### config.mk
export PLATFORM = sky130hd
export DESIGN_NAME = correlator_cmd_tx_flat
export DESIGN_NICKNAME = d
export VERILOG_FILES = /design/src/rtl/correlator_cmd_tx_if.sv /design/src/rtl/correlator_cmd_tx.sv /design/src/flat_wrapper.sv
export SDC_FILE = /design/constraint.sdc
export NUM_CORES = 1
export LEC_CHECK = 0
export ABC_AREA = 0
export BUFFER_PORTS_ARGS = -buffer_cell sky130_fd_sc_hd__clkbuf_2
export CAP_MARGIN = 20
export CORE_ASPECT_RATIO = 2
export CORE_MARGIN = 8
export CORE_UTILIZATION = 56
export CTS_CLUSTER_SIZE = 24
export DETAILED_ROUTE_END_ITERATION = 7
export HOLD_SLACK_MARGIN = 0.02
export PLACE_DENSITY = 0.82
export SYNTH_ARGS = -nofsm -noshare
export SYNTH_HDL_FRONTEND = slang
export SYNTH_SLANG_ARGS = --single-unit
### constraint.sdc
create_clock -name clk -period 6.5 [get_ports clk]
set_input_delay 0.975 -clock clk [delete_from_list [all_inputs] [get_ports clk]]
set_output_delay 0.975 -clock clk [all_outputs]
set_load 0.005 [all_outputs]
### src/rtl/correlator_cmd_tx_if.sv
// Request/status bundle between a configuration source and correlator_cmd_tx.
// The source holds the master side; the transmitter is the slave.
interface correlator_cmd_tx_if;
  logic        start;
  logic [63:0] sample_time;
  logic [63:0] active_line;
  logic        transmit_enable;
  logic        sample_clock_enable;
  logic        busy;
  logic        done;

  modport master (
    output start,
    output sample_time,
    output active_line,
    output transmit_enable,
    output sample_clock_enable,
    input  busy,
    input  done
  );

  modport slave (
    input  start,
    input  sample_time,
    input  active_line,
    input  transmit_enable,
    input  sample_clock_enable,
    output busy,
    output done
  );
endinterface

### src/rtl/correlator_cmd_tx.sv
// Serialises one correlator configuration request into the nibble-command byte
// stream (8N1, LSB first) understood by the correlator's UART command receiver.
module correlator_cmd_tx #(
  parameter int CLK_FREQUENCY = 50000000,
  parameter int BAUD_RATE     = 230400,
  parameter int CLKS_PER_BIT  = CLK_FREQUENCY / BAUD_RATE,
  parameter int WORD_NIBBLES  = 16,
  parameter int GAP_BITS      = 0
) (
  input  logic               clk,
  input  logic               reset,
  correlator_cmd_tx_if.slave cmd,
  output logic               TX
);

  localparam int BAUD_W = (CLKS_PER_BIT > 1) ? $clog2(CLKS_PER_BIT) : 1;
  localparam int NIB_W  = $clog2(WORD_NIBBLES + 1);
  localparam int GAP_W  = (GAP_BITS > 1) ? $clog2(GAP_BITS) : 1;

  localparam logic [BAUD_W-1:0] BAUD_LAST = BAUD_W'(CLKS_PER_BIT - 1);
  localparam logic [NIB_W-1:0]  NIB_LAST  = NIB_W'(WORD_NIBBLES - 1);
  localparam logic [GAP_W-1:0]  GAP_LAST  = GAP_W'((GAP_BITS > 0) ? GAP_BITS - 1 : 0);

  localparam logic [3:0] CMD_RESET      = 4'h0;
  localparam logic [3:0] CMD_SET_ST     = 4'h1;
  localparam logic [3:0] CMD_SET_AL     = 4'h2;
  localparam logic [3:0] CMD_ENABLE     = 4'hC;
  localparam logic [3:0] CMD_COMMIT     = 4'hD;

  typedef enum logic [2:0] {
    P_IDLE, P_RST_ST, P_ST_NIB, P_RST_AL, P_AL_NIB, P_ENABLE, P_COMMIT
  } phase_t;

  typedef enum logic [2:0] {
    S_IDLE, S_START, S_DATA, S_STOP, S_GAP
  } ser_t;

  phase_t             phase_q, phase_d;
  ser_t               ser_q, ser_d;
  logic [NIB_W-1:0]   nib_q, nib_d;
  logic [BAUD_W-1:0]  baud_q, baud_d;
  logic [2:0]         bit_q, bit_d;
  logic [GAP_W-1:0]   gap_q, gap_d;
  logic [7:0]         shift_q, shift_d;
  logic               tx_q, tx_d;
  logic               done_q, done_d;
  logic [63:0]        st_q, st_d;
  logic [63:0]        al_q, al_d;
  logic               te_q, te_d;
  logic               sce_q, sce_d;

  logic [7:0]         cur_byte;
  logic               bit_end;
  logic               byte_done;

  // Latched words shift right one nibble per nibble byte, so the byte to send
  // always takes the low nibble.
  always_comb begin
    cur_byte = 8'h00;
    unique case (phase_q)
      P_RST_ST: cur_byte = {CMD_SET_ST, CMD_RESET};
      P_ST_NIB: cur_byte = {st_q[3:0], CMD_SET_ST};
      P_RST_AL: cur_byte = {CMD_SET_AL, CMD_RESET};
      P_AL_NIB: cur_byte = {al_q[3:0], CMD_SET_AL};
      P_ENABLE: cur_byte = {2'b00, sce_q, te_q, CMD_ENABLE};
      P_COMMIT: cur_byte = {4'h0, CMD_COMMIT};
      default:  cur_byte = 8'h00;
    endcase
  end

  always_comb begin
    phase_d   = phase_q;
    ser_d     = ser_q;
    nib_d     = nib_q;
    baud_d    = baud_q;
    bit_d     = bit_q;
    gap_d     = gap_q;
    shift_d   = shift_q;
    tx_d      = tx_q;
    done_d    = 1'b0;
    st_d      = st_q;
    al_d      = al_q;
    te_d      = te_q;
    sce_d     = sce_q;
    byte_done = 1'b0;
    bit_end   = (baud_q == BAUD_LAST);

    // Every serializer transition happens on a bit end, so wrapping here also
    // restarts the count on each state entry.
    if (ser_q != S_IDLE) begin
      baud_d = bit_end ? '0 : baud_q + 1'b1;
    end else begin
      baud_d = '0;
    end

    unique case (ser_q)
      S_IDLE: begin
        if (cmd.start && (phase_q == P_IDLE)) begin
          phase_d = P_RST_ST;
          nib_d   = '0;
          ser_d   = S_START;
          tx_d    = 1'b0;
          st_d    = cmd.sample_time;
          al_d    = cmd.active_line;
          te_d    = cmd.transmit_enable;
          sce_d   = cmd.sample_clock_enable;
        end
      end
      S_START: begin
        if (bit_end) begin
          ser_d   = S_DATA;
          bit_d   = 3'd0;
          shift_d = cur_byte;
          tx_d    = cur_byte[0];
        end
      end
      S_DATA: begin
        if (bit_end) begin
          if (bit_q == 3'd7) begin
            ser_d = S_STOP;
            tx_d  = 1'b1;
          end else begin
            bit_d   = bit_q + 1'b1;
            shift_d = {1'b1, shift_q[7:1]};
            tx_d    = shift_q[1];
          end
        end
      end
      S_STOP: begin
        if (bit_end) begin
          if (GAP_BITS > 0) begin
            ser_d = S_GAP;
            gap_d = '0;
          end else begin
            byte_done = 1'b1;
          end
        end
      end
      S_GAP: begin
        if (bit_end) begin
          if (gap_q == GAP_LAST) begin
            byte_done = 1'b1;
          end else begin
            gap_d = gap_q + 1'b1;
          end
        end
      end
      default: ser_d = S_IDLE;
    endcase

    // Sequencer step: the next start bit begins on the same edge the previous
    // byte's last mark period ends.
    if (byte_done) begin
      ser_d = S_START;
      tx_d  = 1'b0;
      unique case (phase_q)
        P_RST_ST: begin
          phase_d = P_ST_NIB;
          nib_d   = '0;
        end
        P_ST_NIB: begin
          st_d = st_q >> 4;
          if (nib_q == NIB_LAST) begin
            phase_d = P_RST_AL;
            nib_d   = '0;
          end else begin
            nib_d = nib_q + 1'b1;
          end
        end
        P_RST_AL: begin
          phase_d = P_AL_NIB;
          nib_d   = '0;
        end
        P_AL_NIB: begin
          al_d = al_q >> 4;
          if (nib_q == NIB_LAST) begin
            phase_d = P_ENABLE;
            nib_d   = '0;
          end else begin
            nib_d = nib_q + 1'b1;
          end
        end
        P_ENABLE: begin
          phase_d = P_COMMIT;
          nib_d   = '0;
        end
        P_COMMIT: begin
          phase_d = P_IDLE;
          nib_d   = '0;
          ser_d   = S_IDLE;
          tx_d    = 1'b1;
          done_d  = 1'b1;
        end
        default: begin
          phase_d = P_IDLE;
          ser_d   = S_IDLE;
          tx_d    = 1'b1;
        end
      endcase
    end
  end

  always_ff @(posedge clk or posedge reset) begin
    if (reset) begin
      phase_q <= P_IDLE;
      ser_q   <= S_IDLE;
      nib_q   <= '0;
      baud_q  <= '0;
      bit_q   <= 3'd0;
      gap_q   <= '0;
      shift_q <= 8'h00;
      tx_q    <= 1'b1;
      done_q  <= 1'b0;
      st_q    <= 64'd0;
      al_q    <= 64'd0;
      te_q    <= 1'b0;
      sce_q   <= 1'b0;
    end else begin
      phase_q <= phase_d;
      ser_q   <= ser_d;
      nib_q   <= nib_d;
      baud_q  <= baud_d;
      bit_q   <= bit_d;
      gap_q   <= gap_d;
      shift_q <= shift_d;
      tx_q    <= tx_d;
      done_q  <= done_d;
      st_q    <= st_d;
      al_q    <= al_d;
      te_q    <= te_d;
      sce_q   <= sce_d;
    end
  end

  assign TX       = tx_q;
  assign cmd.busy = (phase_q != P_IDLE);
  assign cmd.done = done_q;

endmodule

### src/flat_wrapper.sv
// flat-port wrapper written by rule: the top's interface ports become plain ports
module correlator_cmd_tx_flat 
#(
  parameter int CLK_FREQUENCY = 50000000,
  parameter int BAUD_RATE     = 230400,
  parameter int CLKS_PER_BIT  = CLK_FREQUENCY / BAUD_RATE,
  parameter int WORD_NIBBLES  = 16,
  parameter int GAP_BITS      = 0
)
  (clk, reset, TX, cmd_start, cmd_sample_time, cmd_active_line, cmd_transmit_enable, cmd_sample_clock_enable, cmd_busy, cmd_done);
  correlator_cmd_tx_if cmd_i ();
  input  logic clk;
  input  logic reset;
  output logic TX;
  input wire logic [$bits(cmd_i.start)-1:0] cmd_start;
  input wire logic [$bits(cmd_i.sample_time)-1:0] cmd_sample_time;
  input wire logic [$bits(cmd_i.active_line)-1:0] cmd_active_line;
  input wire logic [$bits(cmd_i.transmit_enable)-1:0] cmd_transmit_enable;
  input wire logic [$bits(cmd_i.sample_clock_enable)-1:0] cmd_sample_clock_enable;
  output wire logic [$bits(cmd_i.busy)-1:0] cmd_busy;
  output wire logic [$bits(cmd_i.done)-1:0] cmd_done;
  assign cmd_i.start = cmd_start;
  assign cmd_i.sample_time = cmd_sample_time;
  assign cmd_i.active_line = cmd_active_line;
  assign cmd_i.transmit_enable = cmd_transmit_enable;
  assign cmd_i.sample_clock_enable = cmd_sample_clock_enable;
  assign cmd_busy = cmd_i.busy;
  assign cmd_done = cmd_i.done;
  correlator_cmd_tx #(.CLK_FREQUENCY(CLK_FREQUENCY), .BAUD_RATE(BAUD_RATE), .CLKS_PER_BIT(CLKS_PER_BIT), .WORD_NIBBLES(WORD_NIBBLES), .GAP_BITS(GAP_BITS)) u_core (.clk(clk), .reset(reset), .cmd(cmd_i), .TX(TX));
endmodule
---- Word level (Yosys, flattened, before mapping) ----
Index checks and enable logic that the tools add are counted.
storage, ports and cells
  register bits after elaboration ......... 163
  latch bits .............................. 0
  RAM bits ................................ 0
  memory bits (read-only) ................. 0
  input bits .............................. 133
  output and inout port bits .............. 3
  word-level logic and storage cells ...... 105
  memories ................................ 0
operators by class
  add/sub/neg operators ................... 4
  multiply operators ...................... 0
  divide/modulo/power cells ............... 0
  order comparisons ....................... 0
  equal/unequal tests ..................... 21
  shift operators ......................... 0
  multiplexer cells ....................... 51
  bitwise gates (word level) .............. 0
  reduce and logical (&&, ||, !) cells .... 16
operator list
  operator                                                                 number
  64-bit two-way mux                                                       8
  8-bit case mux with 6 select lines                                       1
  8-bit two-way mux                                                        5
  3-bit two-way mux                                                        13
  5-bit two-way mux                                                        4
  8-bit case mux with 2 select lines                                       1
  3-bit == test, second input constant                                     5
  3-bit case mux with 5 select lines                                       1
  1-bit two-way mux                                                        13
  3-bit by 2-bit == test with 1-bit output, second input constant          4
  3-bit by 1-bit inequality test with 1-bit output, second input constant  4
  3-bit case mux with 4 select lines                                       1
  5-bit case mux with 2 select lines                                       1
  8-bit by 1-bit adder with 8-bit output, second input constant            1
  8-bit == test, second input constant                                     1
  4-bit AND reduction                                                      2
  3-bit by 1-bit == test with 1-bit output, second input constant          2
  3-bit zero test                                                          2
  2-bit by 1-bit inequality test with 1-bit output, second input constant  3
  3-bit case mux with 2 select lines                                       1
  3-bit nonzero test                                                       2
  5-bit by 1-bit adder with 5-bit output, second input constant            1
  5-bit by 4-bit == test with 1-bit output, second input constant          1
  5-bit AND reduction                                                      1
  12 further kinds                                                         14

---- Logic depth before layout (Yosys ltp) ----
Gate-level depths: netlist of run 1.
  depth after elaboration ................. 7
  gate-level depth with buffers ........... 8
  depth with buffers taken out ............ 6

---- Worst setup path before layout of run 1 ----
No wires, ideal clock.
  path kind ............................... input to register
  from .................................... input port cmd_start
  to ...................................... register u_core.ser_q[1]
  library setup time ...................... 0.128 ns
  arrival ................................. 2.117 ns
  data required time ...................... 6.372 ns
  slack ................................... 4.255 ns
  stages on the path ...................... 4
  path buffers ............................ 0
  path through ............................ or4b_1 > a211oi_2 > a21oi_1 > mux2_1
between the ends
  cells in the longest elaborated chain, start to end .. 3
RTL lines
  what                                                        RTL line                  RTL
  start, declared                                             flat_wrapper.sv:15        input wire logic [$bits(cmd_i.start)-1:0] cmd_start;
  1-bit logical AND                                           correlator_cmd_tx.sv:98   if (cmd.start && (phase_q == P_IDLE)) begin
  3-bit by 1-bit inequality test with 1-bit output (no line)  -
  5-bit AND reduction (no line)                               -
  end signal, assigned                                        correlator_cmd_tx.sv:220  ser_q <= ser_d;
  end, declared                                               correlator_cmd_tx.sv:39   ser_t ser_q, ser_d;
Every way passes these cells.
A chain may end at the register's enable or synchronous reset.

---- Worst setup path in the final report of run 1 ----
  from .................................... register u_core.phase_q[0]
  to ...................................... register u_core.st_q[9]
between the ends
  cells in the longest elaborated chain, start to end .. 6
  elaborated cells between the ends (all ways) .. 7
  those cells by class .................... 1 x eq/ne; 4 x mux; 2 x reduce/logical
RTL lines
  what                    RTL line                  RTL
  start, declared         correlator_cmd_tx.sv:38   phase_t phase_q, phase_d;
  start signal, assigned  correlator_cmd_tx.sv:219  phase_q <= phase_d;
  3-bit zero test         correlator_cmd_tx.sv:98
  1-bit logical AND       correlator_cmd_tx.sv:98
  64-bit two-way mux      correlator_cmd_tx.sv:98
  64-bit two-way mux      correlator_cmd_tx.sv:96   unique case (ser_q)
  64-bit two-way mux      correlator_cmd_tx.sv:156  unique case (phase_q)
  64-bit two-way mux (*)  correlator_cmd_tx.sv:153  if (byte_done) begin
  net u_core.st_d[9]      correlator_cmd_tx.sv:47   logic [63:0] st_q, st_d;
  end signal, assigned    correlator_cmd_tx.sv:228  st_q <= st_d;
  end, declared           correlator_cmd_tx.sv:47
The timed path passes the listed nets; every way through them passes the cells marked *.

==> results.toml, run 1 <==
[run_status]
status = "finished, final reports clean"

[global_routing]
grt.total_usage_pct = 21.5
globalRoute.totalOverflow = 0
grt_pass1_wl_um = 31100
grt_max_degree = 117
antenna_found_initial = 0
grt_pass1_vias = 6624

[worst_setup_path]
crit_buf_inv = 1
critPathLaunch = "u_core.phase_q[0]"
cpLargestDelayFamily = "simple AND/OR/NAND/NOR gates"
path_max_fanout = 85
reg2reg_from = "u_core.phase_q[0]"
end_kind = "register"
criticalPathCategory = "register to register"
path_cells = "nor3_1 > and3_4 > buf_4 > nand2_1 > a31oi_1"
start_kind = "register"
crit_slowest_cell = "buf_4"
max_stage_delay_ns = 0.72
cp.arrival_ns = 3.37
crit_required_ns = 6.82

[route]
drt-total-wl_um = 18900
drtPass1Iterations = 5
post_drt_via_cell_ratio = 5.69
drc = 0
wire_per_inst_um = 16.3
via_count = 6606
drtIter0Drc = 406
detail-route-antenna-nets = 0

[yosys]
mappedNetlistNets = 1037
yosys_most_used_dff = "dfrtp_1"
ys_seq_area_share_pct = 52.9
ys_warn_count = 0
syn_area_um2 = 7580
synth_top_cell_by_area = "dfrtp_1"
ys_ff_latch = 160
synth_edf_count = 0
synth_area_leaders = "dfrtp_1, nand2_1, a31oi_1"
synthArstFlopShare_pct = 100
syn_area_per_cell_um2 = 8.48
syn_inst = 893
synth_top_area_share_pct = 52.5
synth.distinct_cells = 47

[layout]
diodes = 0
layout-drive-gt1-share_pct = 18.1
design_area_um2 = 8780
final_net_count = 1137
syn2layout_area_growth_pct = 15.9
fin_cells = 1161

[timing]
hold_viol = 0
min_period_over_period_pct = 46.9
final.setup.tns_ns = 0
layout_min_cycle_time_ns = 3.05
maxSlewViolCount = 0
tightest_slew_ns = 1.04
fin_hold_ws_ns = 0.490
max_freq_mhz = 328
setup_violations = 0
skew_ns = 0.00878
slew_headroom_pct = 30.8
rsz0062_at_grt = "false"

[hold_path]
hold_class = "register to register"
min_from = "u_core.sce_q"

[power_and_ir_drop]
ir_drop_mv = 0.231
switchingPower_mw = 0.455
swShare_pct = 22.2
intPower_mw = 1.60
pwr-share-comb_pct = 3.1
pwr-share-clk_pct = 48.4
seq_power_share_pct = 48.5
leakagePower_nw = 4.10
cellPowerDensity_nw_per_um2 = 234

[placed_design]
finalWeightedCongestion = 0.877
place_area_um2 = 8180
hpwl_um = 12900
port_buffers = 135
place_inst = 1128

[clock_tree]
numClockSinks = 160
clockRootBuffer = "clkbuf_16"
cts_setup_buffers = 0
clkLatencyLatePin_ns = 0.42
h-tree-depth = 4
cts_hold_buffers = 0
numCtsBuffers = 17
cts_resized = 0
clock_path_buffers = 2
cts_tree = "built"
clk_pin_slew_worst_paths_ns = 0.06

[die]
die_h_um = 180
die_w_um = 98.2
core_area_um2 = 13400
ios = 136
initial_core_util_pct = 56.7
die-area_um2 = 17700
core.rowCount = 60

[run]
drv_cap = 0
==> cell type report <==
| cell class | instances | area [µm²] |
|---|---|---|
| fill | 1163 | 4580 |
| clock buffer | 17 | 425 |
| timing repair buffer | 143 | 743 |
| multi-input combinational | 656 | 3190 |
| clock inverter | 15 | 159 |
| inverter | 15 | 61.3 |
| tap | 155 | 194 |
| sequential | 160 | 4010 |
==> registers in the layout, indices dropped and copies added, names as in the netlist <==
| signal | cells |
|---|---|
| u_core.ser_q | 2 |
| u_core.baud_q | 8 |
| u_core.st_q | 64 |
| u_core.sce_q | 1 |
| u_core.shift_q | 7 |
| u_core.te_q | 1 |
| u_core.al_q | 64 |
| u_core.phase_q | 3 |
| u_core.bit_q | 3 |
| u_core.cmd.done | 1 |
| u_core.nib_q | 5 |
| u_core.TX | 1 |
==> stage by stage <==
step / utilization (%) / power, mW / worst slack, ns
after global placement: 61.2 / 1.08 / 3.62
after floorplan: - / 1.03 / 1.21
after CTS: 65.6 / 2.07 / 3.46
after global routing: 65.7 / 2.11 / 3.28
final: 65.7 / 2.05 / 3.45
after detailed placement: 61.2 / 1.08 / 3.54
==> worst register-to-register path, delay by kind of cell (launching register included) <==
family	cells	cell delay (ns)
buffers and inverters	1	0.75
and+or+nand+nor	3	1.42
AOI/OAI and AO/OA	1	0.23
DFF	1	0.57
==> final timing paths <==
path	to	slack [ns]	depth (start not counted)
worst max-delay path	u_core.st_q[9]	3.45	5
worst min-delay path	u_core.sce_q	0.49	2
worst max register to register	u_core.st_q[9]	3.45	5
worst min register to register	u_core.sce_q	0.49	2
max in group asynchronous	u_core.al_q[57]	4.48	3
min in group asynchronous	u_core.al_q[4]	0.73	2
==> placed cells by master, fill, tap and decap left out, types with 3 or more instances in the layout <==
| cell type | synthesis | final |
|---|---|---|
| nand2b_1 | 5 | 5 |
| nor3_1 | 3 | 3 |
| a21oi_1 | 16 | 16 |
| dfrtp_1 | 159 | 159 |
| o21ai_0 | 8 | 8 |
| clkinv_2 | 0 | 4 |
| xor2_1 | 5 | 5 |
| nand3b_1 | 4 | 4 |
| nor2_1 | 141 | 141 |
| nand3_1 | 16 | 15 |
| and3_1 | 4 | 3 |
| mux2i_1 | 3 | 3 |
| a31oi_1 | 125 | 125 |
| buf_4 | 0 | 7 |
| clkbuf_2 | 0 | 135 |
| o22ai_1 | 4 | 4 |
| o211ai_1 | 4 | 4 |
| inv_6 | 0 | 5 |
| ha_1 | 11 | 11 |
| inv_1 | 15 | 14 |
| nand2_1 | 276 | 276 |
| clkbuf_16 | 0 | 17 |
| nor2b_1 | 4 | 4 |
==> power by group through the flow <==
stage	registers (mW)	clock network, mW	logic, mW
floorplan	1.01	0	0.0157
global placement	1.01	0	0.0665
detailed placement	1.01	0	0.0647
CTS	0.996	1.01	0.0652
global route	0.995	1.05	0.0702
finish	0.996	0.993	0.0633
==> synth_stat cells (all sizes together), types with 2 or more instances <==
library cell  count
xor2              5
nand2           276
inv              15
a21boi            2
nor3              3
and3              4
ha               11
o211ai            4
nand2b            5
o22ai             4
nand3b            4
o21ai             8
nor2            141
a31oi           125
clkbuf           38
a21oi            16
and2              2
nor2b             4
buf              24
dfrtp           159
nand3            16
mux2i             3
==> cell families (layout without fill, tap and decap cells) <==
family | count (synthesis) | in the layout | share of synthesized area [%]
AND/OR/NAND/NOR | 465 | 465 | 24.7
AO/OA/AOI/OAI | 170 | 170 | 14.2
flip-flops | 160 | 160 | 52.9
buffers and inverters | 77 | 190 | 5.20
adder cells (fa/ha/maj) | 11 | 11 | 1.82
XOR/XNOR | 6 | 6 | 0.694
multiplexers | 4 | 4 | 0.545
==> layer usage <==
| layer | up-vias | track usage (%) | part of all wire, % |
|---|---|---|---|
| met4 | 0 | 10.2 | 3.5 |
| met1 | 3161 | 23.3 | 38 |
| met5 | - | 0 | 0 |
| met2 | 201 | 38.7 | 54 |
| li1 | 3200 | - | - |
| met3 | 44 | 4.49 | 4.5 |
(Power assumes the default switching activity.)
==> run 2, diff against run 1 <==
==> constraint.sdc (replaced) <==
create_clock -name clk -period 2.84 [get_ports clk]
set_input_delay 0.426 -clock clk [delete_from_list [all_inputs] [get_ports clk]]
set_output_delay 0.426 -clock clk [all_outputs]
set_load 0.005 [all_outputs]
==> results.toml, run 2 (same netlist as run 1, synthesis figures left out) <==
[run_status]
status = "finished, final reports clean"

[clock_tree]
clockRootBuffer = "clkbuf_16"
clkLatencyLatePin_ns = 0.42
clk_pin_slew_worst_paths_ns = 0.07
cts_tree = "built"
numClockSinks = 160
clock_path_buffers = 2
numCtsBuffers = 17
h-tree-depth = 4

[timing]
final.setup.tns_ns = 0
slew_headroom_pct = 55.5
fin_hold_ws_ns = 0.202
skew_ns = 0.0110
setup_violations = 0
layout_min_cycle_time_ns = 2.26
maxSlewViolCount = 0
min_period_over_period_pct = 79.6
hold_viol = 0
tightest_slew_ns = 0.665
max_freq_mhz = 442
rsz0062_at_grt = "false"

[layout]
syn2layout_area_growth_pct = 17.5
layout_commonest_cell = "nand2_1"
top_regs = "u_core.al_q (64), u_core.st_q (64), u_core.baud_q (8)"
seq_area_um2 = 4010
multi_input_area_um2 = 3190
layout-drive-gt1-share_pct = 18.5
final_cell_mix = "nand2_1, dfrtp_1, nor2_1"
final_net_count = 1144
fillCellCount = 1163
fin_util_pct = 66.6
diodes = 0

[global_routing]
grt_max_degree = 121
grt_pass1_wl_um = 30400
grt.total_usage_pct = 21.1
antenna_found_initial = 0
globalRoute.totalOverflow = 0
grt_pass1_vias = 6457

[worst_setup_path]
criticalPathCategory = "register to register"
path_max_fanout = 44
end_kind = "register"
crit_required_ns = 3.13
start_kind = "register"
cp.arrival_ns = 2.55

[hold_path]
hold_class = "primary input to register"

[power_and_ir_drop]
intPower_mw = 3.60
pwr-share-comb_pct = 3.2
ir_drop_mv = 0.437
switchingPower_mw = 1.04
pwr-share-clk_pct = 47.7
swShare_pct = 22.5
cellPowerDensity_nw_per_um2 = 521
seq_power_share_pct = 49.1
leakagePower_nw = 4.14

[die]
core_area_um2 = 13400
die_w_um = 98.2
die_h_um = 180
core.rowCount = 60
die-area_um2 = 17700
initial_core_util_pct = 56.7
ios = 136

[route]
detail-route-antenna-nets = 0
wire_per_inst_um = 16.0
drtPass1Iterations = 5
post_drt_via_cell_ratio = 5.64
via_count = 6587
drt-total-wl_um = 18700
drtIter0Drc = 378
drc = 0

[run]
drv_cap = 0

[placed_design]
port_buffers = 135
hpwl_um = 13000
finalWeightedCongestion = 0.869
==> run 2: final cells by class <==
type | count | share of cell area, %
Sequential cell | 160 | 45.0
Multi-Input combinational cell | 656 | 35.9
Timing Repair Buffer | 150 | 9.87
Clock buffer | 19 | 4.98
Tap cell | 155 | 2.18
Clock inverter | 13 | 1.43
Inverter | 15 | 0.675
==> run 2: through the flow <==
stage | area [µm²] | power, mW | std cells | setup WS, ns
2_1_floorplan | 7580 | 2.36 | 893 | 0.386
3_3_place_gp | 8320 | 2.47 | 1135 | 0.669
3_5_place_dp | 8320 | 2.47 | 1135 | 0.640
4_1_cts | 8900 | 4.67 | 1168 | 0.612
5_1_grt | 8900 | 4.77 | 1168 | 0.446
6_report | 8900 | 4.64 | 1168 | 0.579
==> run 2: power by group through the flow <==
stage                     sequential (mW)  combinational, mW  clock (mW)
after floorplan                      2.32             0.0363           0
after global placement               2.32              0.153           0
after detailed placement             2.32              0.151           0
after CTS                            2.28              0.153        2.24
after global routing                 2.28              0.166        2.32
final                                2.28              0.149        2.21
==> run 2: what timing repair did <==
item                       CTS  global route
hold endpoints to repair     7             0
hold buffers                 1             0
setup endpoints to repair    0             0
setup buffers                0             0
resized for setup            0             0
==> run 2: per-layer routing <==
layer | up-vias | routed length [µm] | global-route usage [%]
met5 | - | 0 | 0
met4 | 0 | 685 | 11.5
met3 | 46 | 922 | 4.64
met2 | 210 | 9890 | 36.7
met1 | 3121 | 7160 | 23.2
li1 | 3210 | - | -
==> run 2: path summary, 6_finish.rpt <==
path	to	slack [ns]	depth (start not counted)	start
max	u_core.al_q[43]	0.58	5	u_core.phase_q[2]
min	u_core.sce_q	0.20	3	cmd_sample_clock_enable
max reg2reg	u_core.al_q[43]	0.58	5	u_core.phase_q[2]
min reg2reg	u_core.shift_q[1]	0.49	2	u_core.shift_q[1]
max in group asynchronous	u_core.al_q[49]	1.65	4	reset
min in group asynchronous	u_core.bit_q[1]	0.48	3	reset
==> run 2: worst max-delay path, stage by stage, from the launching register on <==
cell     delay, ns
dfrtp_1       0.60
or3b_1        0.44
or4_4         0.66
buf_12        0.26
nor2_1        0.11
a31oi_1       0.06
